### src/rtl/rpn_stack_sequencer_if.sv
// Token, result/error and stack-store signals between the RPN sequencer and its neighbours.
// master = token source / stack side, slave = rpn_stack_sequencer.
interface rpn_stack_sequencer_if #(
  parameter int data_width = 4
);
  logic                  tok_valid;
  logic                  tok_ready;
  logic                  tok_is_op;
  logic [data_width-1:0] tok_data;
  logic [data_width-1:0] result;
  logic                  result_valid;
  logic                  err_valid;
  logic [1:0]            err_code;
  logic                  stk_push;
  logic                  stk_pop;
  logic                  stk_peak;
  logic [data_width-1:0] stk_dataIn;
  logic [data_width-1:0] stk_dataOut;

  modport master (
    output tok_valid, tok_is_op, tok_data, stk_dataOut,
    input  tok_ready, result, result_valid, err_valid, err_code,
    input  stk_push, stk_pop, stk_peak, stk_dataIn
  );

  modport slave (
    input  tok_valid, tok_is_op, tok_data, stk_dataOut,
    output tok_ready, result, result_valid, err_valid, err_code,
    output stk_push, stk_pop, stk_peak, stk_dataIn
  );
endinterface

### src/rtl/rpn_stack_sequencer.sv
// RPN calculator front end: accepts tokens, sequences the stack store, computes results.
// Define RPN_DIV_EN to make opcode 11 an unsigned divide instead of an illegal opcode.
module rpn_stack_sequencer #(
  parameter int data_width  = 4,
  parameter int STACK_depth = 4
) (
  input logic                  clk,
  input logic                  rst_n,
  rpn_stack_sequencer_if.slave bus
);
  localparam int DEPTH_W = $clog2(STACK_depth + 1);
  localparam logic [DEPTH_W-1:0] DEPTH_MAX = DEPTH_W'(STACK_depth);

  localparam logic [2:0] S_DRAIN  = 3'd0;
  localparam logic [2:0] S_IDLE   = 3'd1;
  localparam logic [2:0] S_PUSH   = 3'd2;
  localparam logic [2:0] S_POP_B  = 3'd3;
  localparam logic [2:0] S_POP_A  = 3'd4;
  localparam logic [2:0] S_CAP_A  = 3'd5;
  localparam logic [2:0] S_PUSH_R = 3'd6;
  localparam logic [2:0] S_ERR    = 3'd7;

  logic [2:0]            r_state;
  logic [DEPTH_W-1:0]    r_drain_cnt;
  logic [DEPTH_W-1:0]    r_depth;
  logic [1:0]            r_op;
  logic [data_width-1:0] r_b;
  logic [data_width-1:0] r_result;
  logic [data_width-1:0] r_stk_dataIn;
  logic                  r_tok_ready;
  logic                  r_stk_push;
  logic                  r_stk_pop;
  logic                  r_result_valid;
  logic                  r_err_valid;
  logic [1:0]            r_err_code;

  logic [2:0]            w_state_next;
  logic                  w_accept;
  logic                  w_op_illegal;
  logic                  w_err_fire;
  logic [1:0]            w_err_code_next;
  logic [data_width-1:0] w_a;
  logic [data_width-1:0] w_alu;

  assign w_accept = r_tok_ready & bus.tok_valid;
  assign w_a      = bus.stk_dataOut;

`ifdef RPN_DIV_EN
  assign w_op_illegal = 1'b0;
`else
  assign w_op_illegal = (bus.tok_data[1:0] == 2'b11);
`endif

  // A is the deeper operand, read back the cycle after its pop; B was captured one cycle earlier.
  always_comb begin
    w_alu = '0;
    case (r_op)
      2'b00:   w_alu = w_a + r_b;
      2'b01:   w_alu = w_a - r_b;
      2'b10:   w_alu = w_a * r_b;
`ifdef RPN_DIV_EN
      default: w_alu = (r_b == '0) ? '1 : w_a / r_b;
`else
      default: w_alu = '0;
`endif
    endcase
  end

  always_comb begin
    w_state_next    = r_state;
    w_err_fire      = 1'b0;
    w_err_code_next = r_err_code;
    case (r_state)
      S_DRAIN: if (r_drain_cnt == DEPTH_MAX) w_state_next = S_IDLE;
      S_IDLE: begin
        if (w_accept) begin
          if (!bus.tok_is_op) begin
            if (r_depth == DEPTH_MAX) begin
              w_state_next    = S_ERR;
              w_err_fire      = 1'b1;
              w_err_code_next = 2'b01;
            end else begin
              w_state_next = S_PUSH;
            end
          end else if (r_depth < DEPTH_W'(2)) begin
            w_state_next    = S_ERR;
            w_err_fire      = 1'b1;
            w_err_code_next = 2'b10;
          end else if (w_op_illegal) begin
            w_state_next    = S_ERR;
            w_err_fire      = 1'b1;
            w_err_code_next = 2'b11;
          end else begin
            w_state_next = S_POP_B;
          end
        end
      end
      S_PUSH:  w_state_next = S_IDLE;
      S_POP_B: w_state_next = S_POP_A;
      S_POP_A: w_state_next = S_CAP_A;
      S_CAP_A: begin
        w_state_next = S_PUSH_R;
`ifdef RPN_DIV_EN
        // Divide by zero still pushes a result; the error rides along in the same cycle.
        if (r_op == 2'b11 && r_b == '0) begin
          w_err_fire      = 1'b1;
          w_err_code_next = 2'b11;
        end
`endif
      end
      S_PUSH_R: w_state_next = S_IDLE;
      default:  w_state_next = S_IDLE;
    endcase
  end

  // Outputs are registered from the next state so every output is 0 while in reset.
  always_ff @(posedge clk or negedge rst_n) begin
    if (!rst_n) begin
      r_state        <= S_DRAIN;
      r_drain_cnt    <= '0;
      r_depth        <= '0;
      r_op           <= '0;
      r_b            <= '0;
      r_result       <= '0;
      r_stk_dataIn   <= '0;
      r_tok_ready    <= 1'b0;
      r_stk_push     <= 1'b0;
      r_stk_pop      <= 1'b0;
      r_result_valid <= 1'b0;
      r_err_valid    <= 1'b0;
      r_err_code     <= '0;
    end else begin
      r_state        <= w_state_next;
      r_drain_cnt    <= (w_state_next == S_DRAIN) ? r_drain_cnt + DEPTH_W'(1) : '0;
      r_tok_ready    <= (w_state_next == S_IDLE);
      r_stk_pop      <= (w_state_next inside {S_DRAIN, S_POP_B, S_POP_A});
      r_stk_push     <= (w_state_next inside {S_PUSH, S_PUSH_R});
      r_result_valid <= (w_state_next == S_PUSH_R);
      r_err_valid    <= w_err_fire;
      if (w_err_fire) r_err_code <= w_err_code_next;

      if (w_accept && bus.tok_is_op) r_op <= bus.tok_data[1:0];
      if (w_state_next == S_PUSH && r_state == S_IDLE) begin
        r_stk_dataIn <= bus.tok_data;
        r_depth      <= r_depth + DEPTH_W'(1);
      end
      if (r_state == S_POP_A) r_b <= bus.stk_dataOut;
      if (r_state == S_CAP_A) begin
        r_result     <= w_alu;
        r_stk_dataIn <= w_alu;
        r_depth      <= r_depth - DEPTH_W'(1);
      end
    end
  end

  assign bus.tok_ready    = r_tok_ready;
  assign bus.result       = r_result;
  assign bus.result_valid = r_result_valid;
  assign bus.err_valid    = r_err_valid;
  assign bus.err_code     = r_err_code;
  assign bus.stk_push     = r_stk_push;
  assign bus.stk_pop      = r_stk_pop;
  assign bus.stk_peak     = 1'b0;
  assign bus.stk_dataIn   = r_stk_dataIn;
endmodule

### src/flat_wrapper.sv
// flat-port wrapper written by rule: the top's interface ports become plain ports
module rpn_stack_sequencer_flat 
#(
  parameter int data_width  = 4,
  parameter int STACK_depth = 4
)
  (clk, rst_n, bus_tok_valid, bus_tok_is_op, bus_tok_data, bus_stk_dataOut, bus_tok_ready, bus_result, bus_result_valid, bus_err_valid, bus_err_code, bus_stk_push, bus_stk_pop, bus_stk_peak, bus_stk_dataIn);
  rpn_stack_sequencer_if #(.data_width(data_width)) bus_i ();
  input logic clk;
  input logic rst_n;
  input wire logic [$bits(bus_i.tok_valid)-1:0] bus_tok_valid;
  input wire logic [$bits(bus_i.tok_is_op)-1:0] bus_tok_is_op;
  input wire logic [$bits(bus_i.tok_data)-1:0] bus_tok_data;
  input wire logic [$bits(bus_i.stk_dataOut)-1:0] bus_stk_dataOut;
  output wire logic [$bits(bus_i.tok_ready)-1:0] bus_tok_ready;
  output wire logic [$bits(bus_i.result)-1:0] bus_result;
  output wire logic [$bits(bus_i.result_valid)-1:0] bus_result_valid;
  output wire logic [$bits(bus_i.err_valid)-1:0] bus_err_valid;
  output wire logic [$bits(bus_i.err_code)-1:0] bus_err_code;
  output wire logic [$bits(bus_i.stk_push)-1:0] bus_stk_push;
  output wire logic [$bits(bus_i.stk_pop)-1:0] bus_stk_pop;
  output wire logic [$bits(bus_i.stk_peak)-1:0] bus_stk_peak;
  output wire logic [$bits(bus_i.stk_dataIn)-1:0] bus_stk_dataIn;
  assign bus_i.tok_valid = bus_tok_valid;
  assign bus_i.tok_is_op = bus_tok_is_op;
  assign bus_i.tok_data = bus_tok_data;
  assign bus_i.stk_dataOut = bus_stk_dataOut;
  assign bus_tok_ready = bus_i.tok_ready;
  assign bus_result = bus_i.result;
  assign bus_result_valid = bus_i.result_valid;
  assign bus_err_valid = bus_i.err_valid;
  assign bus_err_code = bus_i.err_code;
  assign bus_stk_push = bus_i.stk_push;
  assign bus_stk_pop = bus_i.stk_pop;
  assign bus_stk_peak = bus_i.stk_peak;
  assign bus_stk_dataIn = bus_i.stk_dataIn;
  rpn_stack_sequencer #(.data_width(data_width), .STACK_depth(STACK_depth)) u_core (.clk(clk), .rst_n(rst_n), .bus(bus_i));
endmodule
### config.mk
export PLATFORM = sky130hd
export DESIGN_NAME = rpn_stack_sequencer_flat
export DESIGN_NICKNAME = d
export VERILOG_FILES = /design/src/rtl/rpn_stack_sequencer_if.sv /design/src/rtl/rpn_stack_sequencer.sv /design/src/flat_wrapper.sv
export SDC_FILE = /design/constraint.sdc
export NUM_CORES = 1
export LEC_CHECK = 0
export CAP_MARGIN = 20
export CORE_MARGIN = 2
export CORE_UTILIZATION = 46
export CTS_CLUSTER_DIAMETER = 100
export DETAILED_ROUTE_END_ITERATION = 8
export GPL_ROUTABILITY_DRIVEN = 0
export HOLD_SLACK_MARGIN = 0.02
export PLACE_DENSITY = 0.73
export RECOVER_POWER = 25
export SETUP_SLACK_MARGIN = 0.2
export SLEW_MARGIN = 20
export SYNTH_ARGS = -nofsm -noshare
export SYNTH_HDL_FRONTEND = slang
export SYNTH_SLANG_ARGS = --single-unit
### constraint.sdc
create_clock -name clk -period 2.15 [get_ports clk]
set_input_delay 0.645 -clock clk [delete_from_list [all_inputs] [get_ports clk]]
set_output_delay 0.645 -clock clk [all_outputs]
set_load 0.1 [all_outputs]
==> flow_summary.yaml, run 1 <==
global_routing:
  grt_pass1_wl_mm: 7.09
  grt_pass1_vias: 1616
  grt.total_usage_pct: 21.9
  grt_max_degree: 31
  antenna_found_initial: 0
  overflow: 0
final_layout:
  area_growth_pct: 43.9
  multi_input_area_mm2: 0.00102
  drive_gt1_share_pct: 36.8
  seqCellArea_um2: 751
  final_cells: 271
  layout_commonest_cell: "dfrtp_1"
  final_cell_mix: "30 x dfrtp_1, 26 x buf_4, 16 x nand2_1, 16 x nor2_1, 10 x buf_12"
  diodes: 0
  fillers: 312
  nets: 247
critical_path:
  r2r_end: "u_core.bus.stk_dataIn[3]"
  crit_type: "reg -> reg"
  worst_setup_path_end_kind: "register"
  worstPathRequired_ns: 2.30
  reg2reg_depth: 11
  cp-endpoint: "u_core.bus.stk_dataIn[3]"
  cp_max_fo: 3
  crit_path_start_kind: "register"
  cp-startpoint: "u_core.r_b[1]"
  r2r_slack_ns: -0.02
  crit_arrival_ns: 2.33
  reg2reg_from: "u_core.r_b[1]"
synthesis:
  netlist_area_mm2: 0.00173
  synthCells: 169
  synth_area_leaders: "dfrtp_1 43%, ha_1 8.0%, nor2_1 3.9%"
  synth-seq-area-share_pct: 43.4
  syn-num-nets: 194
  ys_async_sr_fraction_pct: 100
  synth_top_area_cell: "dfrtp_1"
  synth_edf_count: 0
  synth-main-ff-cell: "dfrtp_1"
  ys_ff_latch: 30
  yosys.area.top_type_share_pct: 43.4
  yosys.cell_types.count: 46
  synth.avg_cell_area_um2: 10.2
  yosysWarnings: 0
place:
  place_inst: 262
  dp_hpwl_mm: 3.05
  dp_slack_ns: -0.697
  port-buffer-count: 26
die:
  num_rows: 22
  io_pins: 28
  dieArea_mm2: 0.00427
  core_region_area_mm2: 0.00363
  die_w_um: 65.3
  start_util_pct: 47.6
  die_y_um: 65.3
route:
  final_antenna_net_count: 0
  drt-initial-drc-count: 47
  wl_per_cell_um: 15.0
  routed_wl_mm: 4.06
  drc_errors: 0
  num_vias: 1422
  drtPass1Iterations: 4
  routed_via_density: 5.25
sta:
  fin_crit_ns: 2.17
  tightest_slew_ns: 0.779
  setup_viol: 2
  setup_slack_ns: -0.0222
  hold_ws_ns: 0.502
  slew_viol_final: 0
  slew_headroom_pct: 48.1
  hold_viol_final: 0
  rsz0062_at_grt: "true"
  fin_crit_sh_pct: 101
  skew_ns: 0.00640
  max_freq_mhz: 460
clock_network:
  postCtsHoldBufs: 0
  cts_root_buf: "clkbuf_8"
  h-tree-depth: 2
  numCtsBuffers: 5
  tritoncts: "yes"
  cts.path.max_buffers: 2
  clkTransAtPathRegs_ns: 0.06
  clock_latency_ns: 0.28
  clkSinkCount: 30
worst_hold_path:
  hold_depth: 1
  hp-class: "reg -> reg"
outcome:
  violations: "setup timing"
  status: "finished, violations left"
run:
  cap_violations: 0
state kept, by name (all words and copies together), names as in the netlist:
name and count:
u_core.bus.stk_dataIn 4, u_core.bus.stk_pop 1, u_core.bus.err_valid 1, u_core.r_state 3
u_core.bus.stk_push 1, u_core.bus.tok_ready 1, u_core.bus.result 4, u_core.r_depth 3
u_core.r_drain_cnt 3, u_core.r_b 4, u_core.bus.err_code 2, u_core.r_op 2
u_core.bus.result_valid 1
per-stage QoR:
stage | setup TNS, ns | util, % | area (um2)
global placement | -3.28 | 64.4 | 2340
global route | -0.337 | 68.5 | 2490
detailed placement | -3.70 | 64.4 | 2340
CTS | -0.00784 | 67.9 | 2470
finish | -0.0332 | 68.5 | 2490
floorplan | -0.125 | - | 1800
Yosys cell counts, types with 2 or more instances:
master,number
a21oi_1,3
inv_1,11
nor2_1,18
fa_1,2
buf_6,2
ha_1,11
o21ai_0,4
and2_1,2
xor2_1,4
nand2b_1,3
and3_1,2
o21a_1,3
inv_2,3
dfrtp_1,30
mux2_2,3
o21ai_1,5
xnor2_1,6
nor2b_1,2
nand2_1,17
o31ai_1,2
nor3_1,6
mux2_1,4
a211oi_1,3
logic make-up (layout without fill, tap and decap cells):
| logic type | after synthesis | count (layout) | synth area share [%] |
|---|---|---|---|
| other | 1 | 1 | 0.217 |
| AND/OR/NAND/NOR | 58 | 58 | 16.6 |
| XOR/XNOR | 11 | 11 | 6.37 |
| flip-flops | 30 | 30 | 43.4 |
| AO/OA/AOI/OAI | 31 | 31 | 13.2 |
| multiplexers | 8 | 8 | 5.14 |
| buffers and inverters | 17 | 71 | 4.78 |
| adder cells (fa/ha/maj) | 13 | 13 | 10.3 |
critical path, stage by stage (launching register included):
cell and delay [ns]:
dfrtp_1 0.35, inv_2 0.07, buf_6 0.12, nor2_4 0.12, ha_4 0.22, ha_4 0.22, ha_4 0.16, xnor2_2 0.12
xnor2_1 0.18, xnor3_1 0.27, o2111ai_2 0.10, o211ai_2 0.12
cell type report:
class,count,area share (%)
inverters,14,2.11
multi-input cells,122,40.9
clock inverters,1,0.201
clock buffers,7,3.47
well taps,48,2.41
flip-flops and latches,30,30.2
repair buffers,49,20.8
worst min path at each step:
stage,slack (ns),end,start
2_1_floorplan,0.35,u_core.bus.err_code[0],rst_n
3_3_place_gp,0.48,u_core.bus.err_code[1],u_core.bus.err_code[1]
3_5_place_dp,0.49,u_core.bus.err_code[1],u_core.bus.err_code[1]
4_1_cts,0.50,u_core.bus.err_code[1],u_core.bus.err_code[1]
5_1_grt,0.54,u_core.r_depth[2],u_core.r_depth[2]
6_report,0.50,u_core.bus.err_code[1],u_core.bus.err_code[1]
timing repair:
action	in CTS	in global routing
pin swaps	14	1
endpoints found under the setup margin	7	7
setup buffers	1	0
gates resized for setup	16	4
routing by layer:
metal  vias up  global-route usage, %  wire length [um]
met5         -                      0                 0
met4         0                   9.64                78
met3         8                   5.82               147
met2        29                   38.3              2190
met1       704                   25.2              1640
li1        681                      -                 -
Power of run 1 is not shown: default switching activity piles up to over one toggle a cycle in this logic, so the estimate is an artifact.
==> inputs of run 2 (changes only) <==
--- a/config.mk
+++ b/config.mk
@@ -5,6 +5,7 @@
 export SDC_FILE = /design/constraint.sdc
 export NUM_CORES = 1
 export LEC_CHECK = 0
+export ABC_AREA = 1
 export CAP_MARGIN = 20
 export CORE_MARGIN = 2
 export CORE_UTILIZATION = 46
==> run 2 against run 1 <==
The flow now finishes without violations. Global-route usage is 2.3 points lower. Non-clock buffer count is 12 lower. Worst hold slack worse by 0.045 ns. Final cell count is 18% higher. Synthesized area is 3.4% higher. Critical path type unchanged. Die area is 3.2% higher. Flip-flop and latch count stayed put.
==> flow_summary.yaml, run 2 <==
final_layout:
  fin_util_pct: 66.0
  drive_gt1_share_pct: 22.9
  area_growth_pct: 36.1
  nets: 295
  diodes: 0
  fillers: 312
  multi_input_area_um2: 928
  layout_commonest_cell: "nand2_1"
  final_cell_mix: "72 x nand2_1, 38 x inv_1, 30 x dfrtp_1"
  seqCellArea_um2: 751
synthesis:
  yosys.cell_types.count: 29
  synth-seq-area-share_pct: 42.0
  ys_ff_latch: 30
  synthCells: 227
  ys_async_sr_fraction_pct: 100
  yosys.area.top_type_share_pct: 42.0
  netlist_area_mm2: 0.00179
  syn-num-nets: 252
  synth_edf_count: 0
  synth-main-ff-cell: "dfrtp_1"
  synth_common_cells: "75 x nand2_1, 42 x inv_1, 30 x dfrtp_1, 15 x nand3_1, 13 x o21ai_0"
  yosysWarnings: 0
  yosysMostFrequentCell: "nand2_1"
  synth.avg_cell_area_um2: 7.88
  synth_area_leaders: "dfrtp_1 42%, nand2_1 16%, inv_1 8.8%"
  synth_top_area_cell: "dfrtp_1"
die:
  core_region_area_mm2: 0.00369
  dieArea_mm2: 0.00440
  io_pins: 28
  die_y_um: 66.3
  num_rows: 22
  start_util_pct: 48.5
  die_w_um: 66.3
route:
  drc_errors: 0
  drtPass1Iterations: 4
  num_vias: 1492
  routed_via_density: 4.68
  final_antenna_net_count: 0
  wl_per_cell_um: 11.4
  drt-initial-drc-count: 59
  routed_wl_mm: 3.64
outcome:
  status: "finished, final reports clean"
sta:
  slew_headroom_pct: 51.6
  fin_crit_sh_pct: 90.1
  skew_ns: 0.00550
  hold_ws_ns: 0.457
  fin_crit_ns: 1.94
  hold_viol_final: 0
  max_freq_mhz: 516
  rsz0062_at_grt: "true"
  slew_viol_final: 0
  setup_viol: 0
  tightest_slew_ns: 0.726
  finalSetupTns_ns: 0
clock_network:
  clock_latency_ns: 0.29
  tritoncts: "yes"
  numCtsBuffers: 5
  clkTransAtPathRegs_ns: 0.07
  cts.path.max_buffers: 2
  cts_root_buf: "clkbuf_8"
  h-tree-depth: 2
  clkSinkCount: 30
  postCtsHoldBufs: 0
critical_path:
  cp-startpoint: "u_core.r_b[1]"
  worstPathRequired_ns: 2.37
  worst-path-stages: 12
  worstPathCellList: "inv_1 > ha_1 > a21oi_2 > xor2_1 > ha_1 > a21oi_2 > nand2_1 > nand3_1 > nand3_1 > nand2_1 > nand2_2 > a21oi_2"
  cp-endpoint: "u_core.bus.stk_dataIn[3]"
  slowest_stage: "dfrtp_1"
  crit_path_start_kind: "register"
  worst_setup_path_end_kind: "register"
  critPathMaxStageDelay_ns: 0.36
  crit_arrival_ns: 2.16
  worst-path-buf-inv: 1
  r2r_slack_ns: 0.21
  cp_max_fo: 3
  r2r_end: "u_core.bus.stk_dataIn[3]"
  crit_type: "reg -> reg"
  cpLargestDelayFamily: "adder cells"
  reg2reg_from: "u_core.r_b[1]"
  cp_common_cell: "a21oi_2"
  reg2reg_depth: 12
place:
  dp_hpwl_mm: 2.73
  port-buffer-count: 26
global_routing:
  grt_max_degree: 31
  grt.total_usage_pct: 19.7
  grt_pass1_wl_mm: 6.42
  overflow: 0
  grt_pass1_vias: 1477
  antenna_found_initial: 0
worst_hold_path:
  min_from: "u_core.r_drain_cnt[0]"
  hp-class: "reg -> reg"
run:
  cap_violations: 0
==> run 2: changes by cell type in the layout (fill, tap and decap cells not counted), sizes merged, moves of 3 or more <==
cell and delta:
nand2 +59, inv +29, nand3 +17, buf -12, nor2 -10, mux2 -7
nor3 -6, o21ai +6, xnor2 -5, a211oi -3, and2 -3, nand2b -3
o21a -3
==> run 2: metrics by stage <==
| step | area [um2] | instances | setup WS, ns |
|---|---|---|---|
| after floorplan | 1840 | 227 | 0.169 |
| after global placement | 2320 | 309 | -0.425 |
| after detailed placement | 2320 | 309 | -0.484 |
| after CTS | 2410 | 317 | 0.163 |
| after global routing | 2430 | 319 | 0.0255 |
| final | 2430 | 319 | 0.213 |
==> run 2: layout make-up <==
class	count	area share, %
well taps	48	2.47
flip-flops and latches	30	30.8
clock inverters	2	0.514
multi-input cells	152	38.1
repair buffers	37	17.8
inverters	44	6.84
clock buffers	6	3.39
==> run 2: how the worst min path moves through the flow <==
stage	slack [ns]	cells after the start	endpoint
after floorplan	0.35	0	u_core.bus.err_code[0]
after global placement	0.45	1	u_core.r_drain_cnt[0]
after detailed placement	0.45	1	u_core.r_drain_cnt[0]
after CTS	0.46	1	u_core.r_drain_cnt[0]
after global routing	0.49	1	u_core.r_drain_cnt[0]
final	0.46	1	u_core.r_drain_cnt[0]
==> run 2: what timing repair did <==
action,4_1_cts,5_1_grt
pin swaps,4,9
buffers inserted,0,2
endpoints found under the setup margin,6,4
resized for setup,11,6
==> run 2: metal layers <==
metal  up-vias  global-route usage, %  routed length, um
li1        783                      -                  -
met1       677                   25.6               1720
met2        27                   30.6               1680
met3         5                   5.28                172
met4         0                   8.42                 68
met5         -                      0                  0
==> run 2: kinds of logic (layout without fill, tap and decap cells) <==
family	Yosys count	in the layout	share of synthesized area, %
buf+inv	45	89	9.73
other cells	1	1	0.210
fa+ha+maj	13	13	9.94
simple gates	108	108	26.9
xor+xnor	6	6	2.94
flops	30	30	42.0
compound gates	24	24	8.33
==> run 2: worst register-to-register path, cell delays in order (launching register included) <==
cell and delay [ns]:
dfrtp_1 0.36, inv_1 0.09, ha_1 0.20, a21oi_2 0.12, xor2_1 0.17, ha_1 0.29
a21oi_2 0.12, nand2_1 0.07, nand3_1 0.09, nand3_1 0.08, nand2_1 0.09, nand2_2 0.06
a21oi_2 0.14
Power of run 2 is left out for the same reason.
==> inputs of run 3 (changes only) <==
--- a/config.mk
+++ b/config.mk
@@ -12,9 +12,8 @@
 export CTS_CLUSTER_DIAMETER = 100
 export DETAILED_ROUTE_END_ITERATION = 8
 export GPL_ROUTABILITY_DRIVEN = 0
-export HOLD_SLACK_MARGIN = 0.02
+export HOLD_SLACK_MARGIN = 0.08
 export PLACE_DENSITY = 0.73
-export RECOVER_POWER = 25
 export SETUP_SLACK_MARGIN = 0.2
 export SLEW_MARGIN = 20
 export SYNTH_ARGS = -nofsm -noshare
==> run 3 against run 2 <==
Die area unchanged. Worst hold slack about the same. Register-to-register slack barely moved. Global-route usage did not move. Final area grew 0.10%. Flip-flop and latch count did not move. Worst setup slack barely moved. Via count is the same. Count of clock-buffer cells in the layout did not move. First-iteration DRC count stayed put. Critical path depth is the same. Final cell count unchanged. Critical path type unchanged. Highest routed layer unchanged.
==> flow_summary.yaml, run 3 (same netlist as run 2, synthesis figures left out) <==
outcome:
  status: "finished, final reports clean"
global_routing:
  grt_max_degree: 31
  grt.total_usage_pct: 19.7
  grt_pass1_wl_mm: 6.42
  overflow: 0
  antenna_found_initial: 0
  grt_pass1_vias: 1477
die:
  io_pins: 28
  num_rows: 22
  start_util_pct: 48.5
  core_region_area_mm2: 0.00369
  die_w_um: 66.3
  dieArea_mm2: 0.00440
  die_y_um: 66.3
place:
  dp_hpwl_mm: 2.73
  port-buffer-count: 26
  dp_slack_ns: -0.484
  place_inst: 309
sta:
  skew_ns: 0.00550
  fin_crit_ns: 1.94
  slew_viol_final: 0
  setup_viol: 0
  hold_viol_final: 0
  max_freq_mhz: 516
  setup_slack_ns: 0.213
  finalSetupTns_ns: 0
  fin_crit_sh_pct: 90.1
  hold_ws_ns: 0.457
  rsz0062_at_grt: "true"
final_layout:
  drive_gt1_share_pct: 22.9
  nets: 295
  diodes: 0
  final_cell_mix: "72 x nand2_1, 38 x inv_1, 30 x dfrtp_1"
  layout_commonest_cell: "nand2_1"
  final_cells: 319
  area_growth_pct: 36.2
critical_path:
  slowest_stage: "dfrtp_1"
  crit_type: "reg -> reg"
  critPathMaxStageDelay_ns: 0.36
  reg2reg_from: "u_core.r_b[1]"
  worstPathRequired_ns: 2.37
  crit_path_start_kind: "register"
  worst_setup_path_end_kind: "register"
  r2r_end: "u_core.bus.stk_dataIn[3]"
  r2r_slack_ns: 0.21
  cp-endpoint: "u_core.bus.stk_dataIn[3]"
  cp_common_cell: "a21oi_2"
  cp_max_fo: 3
  crit_arrival_ns: 2.16
  cp-startpoint: "u_core.r_b[1]"
  reg2reg_depth: 12
  worstPathCellList: "inv_1 > ha_1 > a21oi_2 > xor2_1 > ha_1 > a21oi_2 > nand2_1 > nand3_1 > nand3_1 > nand2_1 > nand2_2 > a21oi_2"
route:
  drt-initial-drc-count: 59
  wl_per_cell_um: 11.4
  routed_wl_mm: 3.65
  drtPass1Iterations: 4
  routed_via_density: 4.68
  final_antenna_net_count: 0
  drc_errors: 0
  num_vias: 1492
clock_network:
  h-tree-depth: 2
  cts.path.max_buffers: 2
  cts_root_buf: "clkbuf_8"
  tritoncts: "yes"
  numCtsBuffers: 5
  clock_latency_ns: 0.29
  clkTransAtPathRegs_ns: 0.07
  clkSinkCount: 30
  postCtsHoldBufs: 0
run:
  cap_violations: 0
worst_hold_path:
  hp-class: "reg -> reg"
-- run 3: changes by cell type in the layout (fill, tap and decap cells not counted), sizes merged --
cell / delta
buf: +1
clkbuf: -1
clkdlybuf4s50: +1
dlygate4sd3: -1
-- run 3: stage by stage --
stage,area (um2),utilization (%)
6_report,2440,66.0
5_1_grt,2440,66.0
3_5_place_dp,2320,62.8
3_3_place_gp,2320,62.8
2_1_floorplan,1840,-
4_1_cts,2410,65.3
-- run 3: worst min path at each step --
stage               slack, ns                      to  cells past startpoint             startpoint
finish                   0.46   u_core.r_drain_cnt[0]                      1  u_core.r_drain_cnt[0]
global placement         0.45   u_core.r_drain_cnt[0]                      1  u_core.r_drain_cnt[0]
global route             0.49   u_core.r_drain_cnt[0]                      1  u_core.r_drain_cnt[0]
detailed placement       0.45   u_core.r_drain_cnt[0]                      1  u_core.r_drain_cnt[0]
CTS                      0.46   u_core.r_drain_cnt[0]                      1  u_core.r_drain_cnt[0]
floorplan                0.35  u_core.bus.err_code[0]                      0                  rst_n
-- run 3: area by class of cell --
class                      count  area, um2
inverter                      44        166
timing repair buffer          37        435
tap                           48       60.1
multi-input combinational    152        928
fill                         312       1250
clock buffer                   6       82.6
clock inverter                 2       12.5
sequential                    30        751
-- run 3: what timing repair did --
item                       in CTS  in global routing
pin swaps                       4                  9
cloned                          0                  0
resized for setup              11                  6
setup endpoints to repair       6                  4
setup buffers                   0                  2
-- run 3: layer usage --
layer | share of wire, % | vias to the layer above | GRT usage (%)
li1 | - | 783 | -
met1 | 47 | 677 | 25.6
met2 | 46 | 27 | 30.6
met3 | 4.7 | 5 | 5.28
met4 | 1.9 | 0 | 8.42
met5 | 0 | - | 0
-- run 3: critical path, delay by kind of cell (launching register included) --
family                     cells  cell delay (ns)
xor gates and xnor gates       1             0.17
AOI/OAI and AO/OA              3             0.38
and+or+nand+nor                5             0.38
adders and majority gates      2             0.49
DFF                            1             0.36
buffers and inverters          1             0.09
Power of run 3 is left out for the same reason.
==> variant 1: new RTL, settings of run 3 <==
The option `RPN_DIV_EN` is turned on by a define.
--- a/src/rtl/rpn_stack_sequencer.sv
+++ b/src/rtl/rpn_stack_sequencer.sv
@@ -2,2 +2,4 @@
 // Define RPN_DIV_EN to make opcode 11 an unsigned divide instead of an illegal opcode.
+`define RPN_DIV_EN
+
 module rpn_stack_sequencer #(
Check against the original RTL: no difference found for any inputs over 10 cycles, from zero or initial values and one cycle with rst_n low; that may be too few to reach the edited logic, so the function may still have changed.
==> variant 1 against run 3 <==
- the run now ends with negative setup slack left
- design area up 34%
- sequential cell count unchanged
- wire length up 63%
- die area up 19%
- largest cell class unchanged
- synthesized area up 21%
- worst setup slack worse by 1.9 ns
Power is not shown: default switching activity piles up to over one toggle a cycle in this logic, so the estimate is an artifact.
==> variant 1: results (changes against run 3) <==
- Placed Cells: 394 (was 309)
- Total Nets Final: 401 (was 295)
- Final core occ: 0.735 (was 0.660)
- Synth Net Count: 326 (was 252)
- Fraction of layout cells with a size suffix above 1: 0.358 (was 0.229)
- Sequential fraction of the synthesis area: 0.348 (was 0.420)
- Min-delay worst type: flop to flop (unchanged)
- Vias in the first global route: 2049 (was 1477)
- Mapped Cells: 287 (was 227)
- Post-DP Area: 0.00286 sq mm (was 0.00232 sq mm)
- Failing checks: negative setup slack
- CP top delay family: buffers and inverters (was adder cells)
- Tot GR Track Use: 0.233 (was 0.197)
- Setup Fix Bufs, Post-CTS: 12 (was 0)
- Synth area leaders: dfrtp_1, nand2_1, ha_1 (was dfrtp_1, nand2_1, inv_1)
- Clk_lat worst skew: 0.29 ns (about the same)
- Arrival @ worst endpoint: 4.00 ns (was 2.16 ns)
- Fillcell total: 296 (was 312)
- Clock root cell: clkbuf_8 (unchanged)
- DPL Wire Length: 3940 microns (was 2730 microns)
- Critical-path top delay cell: ha_1 (was dfrtp_1)
- CP max FO: 3 (unchanged)
- Final Skew: 0.00933 ns (was 0.00550 ns)
- Yosys cell types: 32 (was 29)
- DRT iter0 DRCs: 101 (was 59)
- CP max stage delay: 0.31 ns (was 0.36 ns)
- Largest net degree at the start of global routing: 31 (unchanged)
- Synth top cells by count: nand2_1, inv_1, dfrtp_1 (unchanged)
- Drt wl/cell: 14.3 microns (was 11.4 microns)
- First-pass GRT wire length: 9400 microns (was 6420 microns)
- Final cell count without fillers: 415 (was 319)
- Cts bufs inserted: 5 (unchanged)
- Final worst slack: -1.67 ns (was 0.213 ns)
- Final TNS setup: -5.76 ns (was 0 ns)
- Place WS: -2.37 ns (was -0.484 ns)
- Post_cts resized: 32 (was 11)
- Endpoints failing setup: 8 (was 0)
- Vias: 2114 (was 1492)
- Status: finished, violations left (was finished, final reports clean)
[variant 1: area by class of cell]
type                    count  area share
clock buffers               6      0.0253
clock inverters             2      0.0184
inverters                  49      0.0563
multi-input cells         205       0.428
flip-flops and latches     30       0.230
well taps                  52      0.0199
repair buffers             71       0.222
[variant 1: layer usage]
metal  part of all wire  track usage  vias to the layer above  wire length [microns]
met5                  0            0                        -                      0
met4              0.033       0.0947                        0                    198
met3              0.071       0.0597                       21                    421
met2               0.46        0.368                       82                   2720
met1               0.44        0.306                      962                   2600
li1                   -            -                     1049                      -
[variant 1: kinds of logic after synthesis]
family | after synthesis | share of synthesized area
XOR/XNOR | 8 | 0.0325
AND/OR/NAND/NOR | 131 | 0.247
flip-flops | 30 | 0.348
AO/OA/AOI/OAI | 37 | 0.106
other | 1 | 0.00174
adder cells (fa/ha/maj) | 27 | 0.164
multiplexers | 1 | 0.00522
buffers and inverters | 52 | 0.0963
[variant 1: worst register-to-register path: cells and delay by family, from the launching register on]
family	cells	cell delay (ns)
buf+inv	9	0.99
fa+ha+maj	3	0.74
compound gates	7	1.00
flops	1	0.41
simple gates	7	0.53
[variant 1: final timing paths]
kind	startpoint	endpoint	slack, ns	cells after the start
worst max register to register	u_core.r_b[0]	u_core.bus.stk_dataIn[0]	-1.65	26
worst min-delay path	u_core.r_drain_cnt[0]	u_core.r_drain_cnt[0]	0.47	1
max in group asynchronous	rst_n	u_core.r_b[0]	1.10	2
min in group asynchronous	rst_n	u_core.r_depth[0]	0.74	2
worst max-delay path	bus_stk_dataOut[3]	u_core.bus.stk_dataIn[0]	-1.67	26
worst min register to register	u_core.r_drain_cnt[0]	u_core.r_drain_cnt[0]	0.47	1
==> variant 2: new RTL, settings of run 3 <==
Without the edit above. Reset style: synchronous (`rst_n`), changed in one clocked block.
--- a/src/rtl/rpn_stack_sequencer.sv
+++ b/src/rtl/rpn_stack_sequencer.sv
@@ -116,3 +116,3 @@
   // Outputs are registered from the next state so every output is 0 while in reset.
-  always_ff @(posedge clk or negedge rst_n) begin
+  always_ff @(posedge clk) begin
     if (!rst_n) begin
Behaviour: differs if rst_n is asserted again (counterexample within 4 cycles, from zero or initial values and one cycle with rst_n low); with rst_n held inactive, the same outputs for 10 cycles.
==> variant 2 against run 3 <==
- wire length down 0.47%
- worst setup slack got worse by 0.011 ns
- synthesized area shrank 4.2%
- first-iteration DRC count rose by 34%
- die area shrank 4.0%
- via count up 9.1%
- design area fell by 7.0%
- global-route usage is 1.0 points lower
- critical path depth rose by 5
- sequential cell count is the same
- clock skew decreased by 0.0021 ns
- critical endpoint is now u_core.bus.result[3]
Power is left out: it rests on default switching activity, and per cell area and clock period it moved more than threefold.
==> variant 2: results (changes against run 3) <==
- Synth area leaders: dfxtp_1, nand2_1, inv_1 (was dfrtp_1, nand2_1, inv_1)
- Synth Net Count: 279 (was 252)
- Synth async-reset ratio: 0 (was 1.00)
- Fillcell total: 358 (was 312)
- Fraction of layout cells with a size suffix above 1: 0.231 (was 0.229)
- Vias in the first global route: 1450 (was 1477)
- Sequential fraction of the synthesis area: 0.351 (was 0.420)
- CP max stage delay: 0.24 ns (was 0.36 ns)
- First-pass GRT wire length: 6180 microns (was 6420 microns)
- Total Nets Final: 323 (was 295)
- Critical-path top delay cell: ha_4 (was dfrtp_1)
- WL final: 3630 microns (was 3650 microns)
- CP max FO: 3 (unchanged)
- DRT iter0 DRCs: 79 (was 59)
- Final Skew: 0.00336 ns (was 0.00550 ns)
- Post_cts resized: 10 (was 11)
- Tot GR Track Use: 0.186 (was 0.197)
- Setup Fix Bufs, Post-CTS: 0 (unchanged)
- Vias per cell: 4.69 (was 4.68)
- Synth top cells by count: nand2_1, inv_1, dfxtp_1 (was nand2_1, inv_1, dfrtp_1)
- Yosys cell types: 26 (was 29)
- Largest net degree at the start of global routing: 17 (was 31)
- Main synth FF type: dfxtp_1 (was dfrtp_1)
- Initial antenna violation count: 0 (unchanged)
- Status: finished, final reports clean (unchanged)
variant 2: layer usage:
metal / vias to the layer above / GRT usage / share of wire
li1: 877 / - / -
met1: 712 / 0.253 / 0.51
met2: 35 / 0.291 / 0.44
met3: 4 / 0.0382 / 0.039
met4: 0 / 0.0703 / 0.0091
met5: - / 0 / 0
variant 2: logic make-up (layout without fill, tap and decap cells):
| logic type | after synthesis | count (layout) | share of synthesized area |
|---|---|---|---|
| compound gates | 36 | 36 | 0.109 |
| xor+xnor | 5 | 5 | 0.0256 |
| fa+ha+maj | 13 | 13 | 0.104 |
| buf+inv | 48 | 93 | 0.108 |
| flops | 30 | 30 | 0.351 |
| other cells | 1 | 1 | 0.00219 |
| simple gates | 121 | 121 | 0.301 |
variant 2: layout make-up:
type	count	area share
timing repair buffer	40	0.149
multi-input combinational	176	0.442
inverter	45	0.0745
tap	48	0.0265
clock inverter	2	0.00552
clock buffer	6	0.0364
sequential	30	0.266
variant 2: worst paths after layout:
check	end	slack (ns)	startpoint	cells after the start
max	u_core.bus.result[3]	0.20	bus_stk_dataOut[0]	17
min	u_core.r_depth[0]	0.45	u_core.r_depth[0]	1
max reg2reg	u_core.bus.result[3]	0.23	u_core.r_b[1]	17
min reg2reg	u_core.r_depth[0]	0.45	u_core.r_depth[0]	1
variant 2: critical path, delay by kind of cell:
family / cells / cell delay, ns
AO/OA/AOI/OAI: 1 / 0.12
buffers and inverters: 4 / 0.21
adder cells (fa/ha/maj): 3 / 0.63
AND/OR/NAND/NOR: 9 / 0.55
variant 2: stage by stage:
stage          instance area (sq um)  worst slack [ns]  cells
6_report                        2270             0.203    347
3_5_place_dp                    2130            -0.515    338
4_1_cts                         2220             0.205    346
5_1_grt                         2270            0.0695    347
3_3_place_gp                    2130            -0.480    338
2_1_floorplan                   1770             0.117    254
